[src/rtl/i2c_master_byte.sv]
// Byte-level I2C master: START/WRITE/READ/STOP, 4*CLK_DIV cycles per bit; done 4*CLK_DIV (START/STOP) or 36*CLK_DIV (WRITE/READ) after accept.
// Backpressure: cmd_ready low from accept until the done cycle; cmd_valid ignored meanwhile.
module i2c_master_byte #(
  parameter int CLK_DIV = 125
) (
  input  logic       clock,
  input  logic       reset_n,
  input  logic       cmd_valid,
  input  logic [1:0] cmd,
  input  logic [7:0] wr_data,
  input  logic       rd_ack,
  output logic       cmd_ready,
  output logic       done,
  output logic [7:0] rd_data,
  output logic       ack_rcvd,
  output logic       scl,
  input  logic       sda_in,
  output logic       sda_out,
  output logic       sda_en
);

  localparam int TW = $clog2(CLK_DIV);
  localparam logic [TW-1:0] TICK_MAX = TW'(CLK_DIV - 1);

  typedef enum logic [2:0] {S_IDLE, S_START, S_WRITE, S_READ, S_STOP} state_t;

  state_t          r_state;
  state_t          w_next;
  logic [TW-1:0]   r_tick;
  logic [1:0]      r_q;
  logic [3:0]      r_bit;
  logic [7:0]      r_wdata;
  logic            r_rd_ack;
  logic [7:0]      r_shift;
  logic            r_ack_smp;
  logic            r_idle_scl;
  logic            r_idle_en;
  logic            r_done;
  logic [7:0]      r_rd_data;
  logic            r_ack_rcvd;

  logic            w_qend;
  logic            w_bitend;
  logic            w_last;
  logic            w_data_st;
  logic [2:0]      w_bit_idx;
  logic            w_bit_en;
  logic            w_scl;
  logic            w_sda_en;
  logic            w_cmd_ready;

  assign w_qend    = (r_tick == TICK_MAX);
  assign w_bitend  = w_qend && (r_q == 2'd3);
  assign w_data_st = (r_state == S_WRITE) || (r_state == S_READ);
  assign w_last    = w_bitend && (!w_data_st || (r_bit == 4'd8));
  assign w_bit_idx = 3'd7 - r_bit[2:0];

  // SDA drive for the current data bit; bit 8 is the acknowledge slot.
  always_comb begin
    w_bit_en = 1'b0;
    if (r_state == S_WRITE) begin
      w_bit_en = (r_bit == 4'd8) ? 1'b0 : ~r_wdata[w_bit_idx];
    end else if (r_state == S_READ) begin
      w_bit_en = (r_bit == 4'd8) ? ~r_rd_ack : 1'b0;
    end
  end

  always_ff @(posedge clock or negedge reset_n) begin
    if (!reset_n) begin
      r_state <= S_IDLE;
    end else begin
      r_state <= w_next;
    end
  end

  always_comb begin
    w_next = r_state;
    case (r_state)
      S_IDLE: begin
        if (cmd_valid) begin
          case (cmd)
            2'b00:   w_next = S_START;
            2'b01:   w_next = S_WRITE;
            2'b10:   w_next = S_READ;
            default: w_next = S_STOP;
          endcase
        end
      end
      default: begin
        if (w_last) w_next = S_IDLE;
      end
    endcase
  end

  always_comb begin
    w_cmd_ready = 1'b0;
    w_scl       = 1'b1;
    w_sda_en    = 1'b0;
    case (r_state)
      S_IDLE: begin
        w_cmd_ready = 1'b1;
        w_scl       = r_idle_scl;
        w_sda_en    = r_idle_en;
      end
      S_START: begin
        w_scl    = (r_q == 2'd1) || (r_q == 2'd2);
        w_sda_en = r_q[1];
      end
      S_STOP: begin
        w_scl    = (r_q != 2'd0);
        w_sda_en = ~r_q[1];
      end
      default: begin
        w_scl    = (r_q == 2'd1) || (r_q == 2'd2);
        w_sda_en = w_bit_en;
      end
    endcase
  end

  always_ff @(posedge clock or negedge reset_n) begin
    if (!reset_n) begin
      r_tick     <= '0;
      r_q        <= 2'd0;
      r_bit      <= 4'd0;
      r_wdata    <= 8'h00;
      r_rd_ack   <= 1'b0;
      r_shift    <= 8'h00;
      r_ack_smp  <= 1'b0;
      r_idle_scl <= 1'b1;
      r_idle_en  <= 1'b0;
      r_done     <= 1'b0;
      r_rd_data  <= 8'h00;
      r_ack_rcvd <= 1'b0;
    end else begin
      r_done <= 1'b0;
      if (r_state == S_IDLE) begin
        r_tick <= '0;
        r_q    <= 2'd0;
        r_bit  <= 4'd0;
        if (cmd_valid) begin
          r_wdata  <= wr_data;
          r_rd_ack <= rd_ack;
        end
      end else begin
        r_tick <= w_qend ? '0 : r_tick + 1'b1;
        if (w_qend)   r_q   <= r_q + 2'd1;
        if (w_bitend) r_bit <= r_bit + 4'd1;
        // SDA is sampled as the high phase of SCL reaches its midpoint.
        if (w_data_st && w_qend && (r_q == 2'd1)) begin
          if (r_bit == 4'd8) r_ack_smp <= sda_in;
          else               r_shift   <= {r_shift[6:0], sda_in};
        end
        if (w_last) begin
          r_done     <= 1'b1;
          r_idle_scl <= w_scl;
          r_idle_en  <= w_sda_en;
          if (r_state == S_READ)  r_rd_data  <= r_shift;
          if (r_state == S_WRITE) r_ack_rcvd <= r_ack_smp;
        end
      end
    end
  end

  assign cmd_ready = w_cmd_ready;
  assign done      = r_done;
  assign rd_data   = r_rd_data;
  assign ack_rcvd  = r_ack_rcvd;
  assign scl       = w_scl;
  assign sda_en    = w_sda_en;
  assign sda_out   = 1'b0;

endmodule
[config.mk]
export PLATFORM = sky130hd
export DESIGN_NAME = i2c_master_byte
export DESIGN_NICKNAME = d
export VERILOG_FILES = /design/src/rtl/i2c_master_byte.sv
export SDC_FILE = /design/constraint.sdc
export NUM_CORES = 1
export LEC_CHECK = 0
export CORE_MARGIN = 2
export CORE_UTILIZATION = 50
export DETAILED_ROUTE_END_ITERATION = 8
export HOLD_SLACK_MARGIN = 0.12
export PLACE_DENSITY_LB_ADDON = 0.15
export RECOVER_POWER = 50
export SETUP_SLACK_MARGIN = 0.02
export SLEW_MARGIN = 20
export SYNTH_ARGS = -nofsm -noshare
export SYNTH_HDL_FRONTEND = slang
export SYNTH_SLANG_ARGS = --single-unit
[constraint.sdc]
create_clock -name clock -period 3.15 [get_ports clock]
set_input_delay 0.63 -clock clock [delete_from_list [all_inputs] [get_ports clock]]
set_output_delay 0.63 -clock clock [all_outputs]
set_load 0.005 [all_outputs]
==> results of run 1 <==
[Yosys cell counts, types with 2 or more instances]
master / count / area share, %
nor2_1: 21 / 3.5
nand4_1: 2 / 0.56
a21oi_1: 4 / 0.90
o21ai_0: 4 / 0.90
buf_2: 3 / 0.67
ha_1: 10 / 5.6
mux2_4: 8 / 5.4
mux4_2: 2 / 2.0
nand3_1: 5 / 1.1
mux2_2: 19 / 9.6
or2_2: 2 / 0.56
dfrtp_1: 45 / 50
and3_1: 3 / 0.84
inv_1: 12 / 2.0
xnor2_1: 4 / 1.6
buf_6: 3 / 1.5
xor2_1: 5 / 2.0
nand2_1: 9 / 1.5
nor2b_1: 2 / 0.56
nand3_2: 2 / 0.90
[routing by layer]
metal	global-route usage, %	vias up	share of wire [%]
met1	22.1	692	44
li1	-	668	-
met5	0	-	0
met4	6.71	0	1.6
met3	4.84	6	3.3
met2	30.1	25	51
[how the worst max path moves through the flow]
stage | startpoint | endpoint | slack (ns)
2_1_floorplan | r_bit[1] | sda_en | 1.19
3_3_place_gp | r_bit[1] | sda_en | 0.60
3_5_place_dp | r_bit[0] | sda_en | 0.52
4_1_cts | r_bit[0] | sda_en | 0.19
5_1_grt | r_bit[0] | sda_en | 0.05
6_report | r_bit[0] | sda_en | 0.20
[per-stage QoR]
stage / hold WS [ns] / area, um^2 / setup slack (ns) / utilization [%] / std cells
global route: 0.522 / 2600 / 0.0482 / 60.2 / 263
detailed placement: 0.488 / 2500 / 0.517 / 57.7 / 255
global placement: 0.468 / 2500 / 0.600 / 57.7 / 255
floorplan: 0.334 / 2230 / 1.19 / - / 184
CTS: 0.500 / 2610 / 0.193 / 60.3 / 263
finish: 0.497 / 2600 / 0.198 / 60.2 / 263
[kinds of logic after synthesis]
family,count (synthesis),synth area share [%]
AO/OA/AOI/OAI,14,4.03
XOR/XNOR,9,3.53
adder cells (fa/ha/maj),10,5.60
buffers and inverters,21,5.38
flip-flops,46,51.6
multiplexers,30,17.4
other,1,0.168
AND/OR/NAND/NOR,53,12.3
[final cells by class]
cell class              instances  area [um^2]
fillers                       363         1720
flip-flops and latches         46         1150
multi-input cells             117          957
repair buffers                 28          272
clock buffers                   6         72.6
well taps                      52         65.1
inverters                      12         45.0
clock inverters                 2         37.5
[sequential cells by signal, summed over array words and instances, names as in the netlist]
name / count
r_shift: 8
r_wdata: 8
rd_data: 8
r_tick: 7
r_bit: 4
r_state: 3
r_q: 2
ack_rcvd: 1
done: 1
r_ack_smp: 1
r_idle_en: 1
r_idle_scl: 1
r_rd_ack: 1
[power by group]
| group | switching [W] | internal [W] | leakage [nW] | total (W) |
|---|---|---|---|---|
| Combinational | 0.0000163 | 0.0000167 | 0.570 | 0.0000330 |
| Sequential | 0.000000853 | 0.000591 | 0.604 | 0.000592 |
| Clock | 0.000199 | 0.000237 | 0.0514 | 0.000435 |
[critical path: cells and delay by family (launching register included)]
| family | cells | cell delay [ns] |
|---|---|---|
| fa+ha+maj | 1 | 0.15 |
| buf+inv | 2 | 0.69 |
| simple gates | 2 | 0.52 |
| compound gates | 2 | 0.26 |
| flops | 1 | 0.41 |
==> results.py, run 1 <==
metrics = {
    "timing": {
        "slew_headroom_pct": -62.6,
        "hold_violations": 0,
        "min_period_over_period_pct": 93.7,
        "fin_setup_tns_ns": 0,
        "period_needed_ns": 2.95,
        "finClkSkew_ns": 0.00907,
        "rsz0062_at_grt": "no",
        "setup_viol": 0,
        "slew_violations": 47,
        "max_slew.worst_pin.slew_ns": 2.44,
        "maxClockFrequency_mhz": 339,
    },
    "worst_setup_path": {
        "cp.required_ns": 2.52,
        "rr_endpoint": "rd_data[3]",
        "crit_chain": "inv_1 -> ha_1 -> and3b_1 -> nor2b_1 -> a32oi_1 -> o41ai_1 -> clkdlybuf4s50_1",
        "end_kind": "output port",
        "arrival_ns": 2.32,
        "r2r_slack_ns": 1.03,
        "crit_slowest_cell": "clkdlybuf4s50_1",
        "rr_startpoint": "r_tick[0]",
        "crit_type": "reg2out",
        "cp_max_fo": 4,
        "reg2regPathDepth": 6,
        "slowest_delay_ns": 0.57,
        "cp-start-kind": "register",
    },
    "yosys": {
        "ys_warn_count": 0,
        "synthArstFlopShare_pct": 100,
        "syn_area_per_cell_um2": 12.1,
        "synth_area_um2": 2230,
        "synth.yosys.seq_area_share_pct": 51.6,
        "synth.distinct_cells": 39,
        "synth_top_flop_cell": "dfrtp_1",
        "synth_fp_nets": 209,
        "yosys_register_bits": 46,
        "synthCells": 184,
        "synth_edf_count": 0,
    },
    "hold_path": {
        "min_path_type": "reg2reg",
        "hp-start": "r_tick[0]",
        "whs_path_depth": 1,
        "whs_endpoint": "r_tick[0]",
    },
    "clocking": {
        "clock_latency_ns": 0.30,
        "cts.sinks": 46,
        "hold_buffers": 0,
        "cts_resized": 0,
        "cts_setup_buffers": 0,
        "cts_tree": "yes",
        "cts_root_buf": "clkbuf_8",
        "ctsLongestPathBuffers": 2,
        "clk_pin_slew_ns": 0.09,
        "cts_max_level": 2,
        "cts_made_buffers": 5,
    },
    "die": {
        "num_io_pins": 29,
        "dieHeight_um": 70.8,
        "core_um2": 4320,
        "std_cell_rows": 24,
        "fp.dieW_um": 70.8,
        "die_area_um2": 5020,
        "start_util_pct": 51.6,
    },
    "cells_and_area": {
        "diodes": 0,
        "nNetsFinal": 235,
        "layout_common_cells": "45 x dfrtp_1, 26 x clkdlybuf4s50_1, 21 x nor2_1",
        "final_common_cell": "dfrtp_1",
        "drive_gt1_share_pct": 20.9,
        "area_growth_pct": 16.5,
    },
    "power_and_ir_drop": {
        "vdd_ir_drop_max_uv": 306,
        "p_total_w": 0.00106,
        "powerDensity_nw_per_um2": 408,
        "p_leak_nw": 1.23,
    },
    "grt": {
        "antenna_found_initial": 0,
        "gr-usage-all-layers_pct": 17.9,
        "grt_pass1_wl_mm": 6.94,
        "grt_pass1_vias": 1451,
        "gr-total-overflow": 0,
        "grt_max_degree": 47,
    },
    "detailed_routing": {
        "dr.pass1.iters": 4,
        "dr_total_vias": 1391,
        "drc": 0,
        "via_per_inst": 5.29,
        "post_drt_wl_per_cell_um": 15.1,
        "totalWireLength_mm": 3.97,
        "ant_nets": 0,
        "initialDrtViolationCount": 58,
    },
    "status": {
        "status": "complete, but fails checks",
        "violations": "max-capacitance violations, max-slew violations",
    },
    "placement": {
        "hpwlAfterDp_mm": 2.81,
        "io_buffers": 27,
        "gp_congestion": 0.839,
    },
    "run": {
        "drv_cap": 1,
    },
}
Power figures use the tool's default switching activity.
==> run 2, diff against run 1 <==
Settings changed: CORE_MARGIN 2 to 1.5.
==> results.py, run 2 (same netlist as run 1, synthesis figures left out) <==
metrics = {
    "status": {
        "status": "complete, but fails checks",
        "violations": "max-capacitance violations, max-slew violations",
    },
    "detailed_routing": {
        "post_drt_wl_per_cell_um": 15.2,
        "ant_nets": 0,
        "via_per_inst": 5.31,
        "dr.pass1.iters": 4,
        "drc": 0,
        "dr_total_vias": 1396,
        "totalWireLength_mm": 4.00,
        "initialDrtViolationCount": 49,
    },
    "power_and_ir_drop": {
        "p_leak_nw": 1.23,
        "vdd_ir_drop_max_uv": 288,
        "p_clk_share_pct": 40.8,
        "p_sw_share_pct": 20.1,
        "seq_power_share_pct": 56.0,
        "p_sw_w": 0.000212,
        "p_comb_share_pct": 3.2,
        "powerDensity_nw_per_um2": 406,
        "power.internal_w": 0.000845,
    },
    "clocking": {
        "ctsLongestPathBuffers": 2,
        "cts_max_level": 2,
        "cts_resized": 0,
        "clock_latency_ns": 0.30,
        "cts_made_buffers": 5,
        "cts_tree": "yes",
        "cts_root_buf": "clkbuf_8",
        "cts_setup_buffers": 0,
        "cts.sinks": 46,
        "hold_buffers": 0,
        "clk_pin_slew_ns": 0.08,
    },
    "placement": {
        "hpwlAfterDp_mm": 2.87,
        "place_ws_ns": 0.546,
        "io_buffers": 27,
        "gp_congestion": 0.806,
        "place_area_um2": 2500,
    },
    "timing": {
        "finClkSkew_ns": 0.00809,
        "layout_setup_ws_ns": 0.199,
        "min_period_over_period_pct": 93.7,
        "hold_violations": 0,
        "slew_violations": 47,
        "setup_viol": 0,
        "max_slew.worst_pin.slew_ns": 2.44,
        "fin_setup_tns_ns": 0,
        "maxClockFrequency_mhz": 339,
        "rsz0062_at_grt": "no",
        "slew_headroom_pct": -62.3,
        "period_needed_ns": 2.95,
    },
    "cells_and_area": {
        "area_growth_pct": 16.5,
        "layout_common_cells": "45 x dfrtp_1, 26 x clkdlybuf4s50_1, 21 x nor2_1",
        "drive_gt1_share_pct": 20.9,
        "final_common_cell": "dfrtp_1",
        "nNetsFinal": 235,
        "diodes": 0,
        "stdcell_area_um2": 2600,
    },
    "die": {
        "dieHeight_um": 69.8,
        "core_um2": 4320,
        "start_util_pct": 51.6,
        "std_cell_rows": 24,
        "fp.dieW_um": 69.8,
        "die_area_um2": 4880,
        "num_io_pins": 29,
    },
    "worst_setup_path": {
        "cp_max_fo": 4,
        "arrival_ns": 2.32,
        "cp.required_ns": 2.52,
        "end_kind": "output port",
        "r2r_slack_ns": 1.02,
        "cp-start-kind": "register",
        "slowest_delay_ns": 0.56,
        "crit_chain": "inv_1 -> ha_1 -> and3b_1 -> nor2b_1 -> a32oi_1 -> o41ai_1 -> clkdlybuf4s50_1",
        "crit_slowest_cell": "clkdlybuf4s50_1",
        "crit_type": "reg2out",
    },
    "run": {
        "drv_cap": 1,
    },
    "grt": {
        "grt_pass1_vias": 1488,
        "antenna_found_initial": 0,
        "grt_pass1_wl_mm": 6.96,
        "gr-usage-all-layers_pct": 18.2,
        "gr-total-overflow": 0,
        "grt_max_degree": 47,
    },
    "hold_path": {
        "min_path_type": "reg2reg",
    },
}
-- run 2: critical path: cells and delay by family, from the launching register on --
family                   cells  cell delay (ns)
buffers and inverters        2             0.68
AO/OA/AOI/OAI                2             0.26
adder cells (fa/ha/maj)      1             0.15
flip-flops                   1             0.42
AND/OR/NAND/NOR              2             0.50
-- run 2: cell type report --
| type | count | area, um^2 |
|---|---|---|
| Multi-Input combinational cell | 117 | 957 |
| Inverter | 12 | 45.0 |
| Clock inverter | 2 | 37.5 |
| Clock buffer | 6 | 72.6 |
| Fill cell | 358 | 1720 |
| Sequential cell | 46 | 1150 |
| Timing Repair Buffer | 28 | 272 |
| Tap cell | 52 | 65.1 |
-- run 2: power by group through the flow --
stage          Clock, W  Sequential [W]  Combinational, W
5_1_grt        0.000474        0.000593         0.0000382
6_report       0.000432        0.000592         0.0000333
3_5_place_dp          0        0.000604         0.0000345
3_3_place_gp          0        0.000604         0.0000328
2_1_floorplan         0        0.000604        0.00000551
4_1_cts        0.000449        0.000592         0.0000347
-- run 2: layer usage --
metal	global-route usage, %	share of wire [%]
met1	22.9	43
met2	30.5	52
met3	4.51	3.4
met4	6.62	1.5
met5	0	0
-- run 2: worst paths after layout --
| path | startpoint | to | depth (start not counted) |
|---|---|---|---|
| max | r_bit[0] | sda_en | 7 |
| min | r_tick[0] | r_tick[0] | 1 |
| max reg2reg | r_tick[0] | rd_data[1] | 6 |
| min reg2reg | r_tick[0] | r_tick[0] | 1 |
| max in group asynchronous | reset_n | r_wdata[5] | 1 |
| min in group asynchronous | reset_n | r_state[0] | 1 |
-- run 2: through the flow --
step	util (%)	hold slack, ns	total power [W]	instances
floorplan	-	0.334	0.000609	184
global placement	57.7	0.468	0.000637	255
detailed placement	57.7	0.481	0.000638	255
CTS	60.3	0.493	0.00108	263
global route	60.2	0.508	0.00110	263
finish	60.2	0.491	0.00106	263
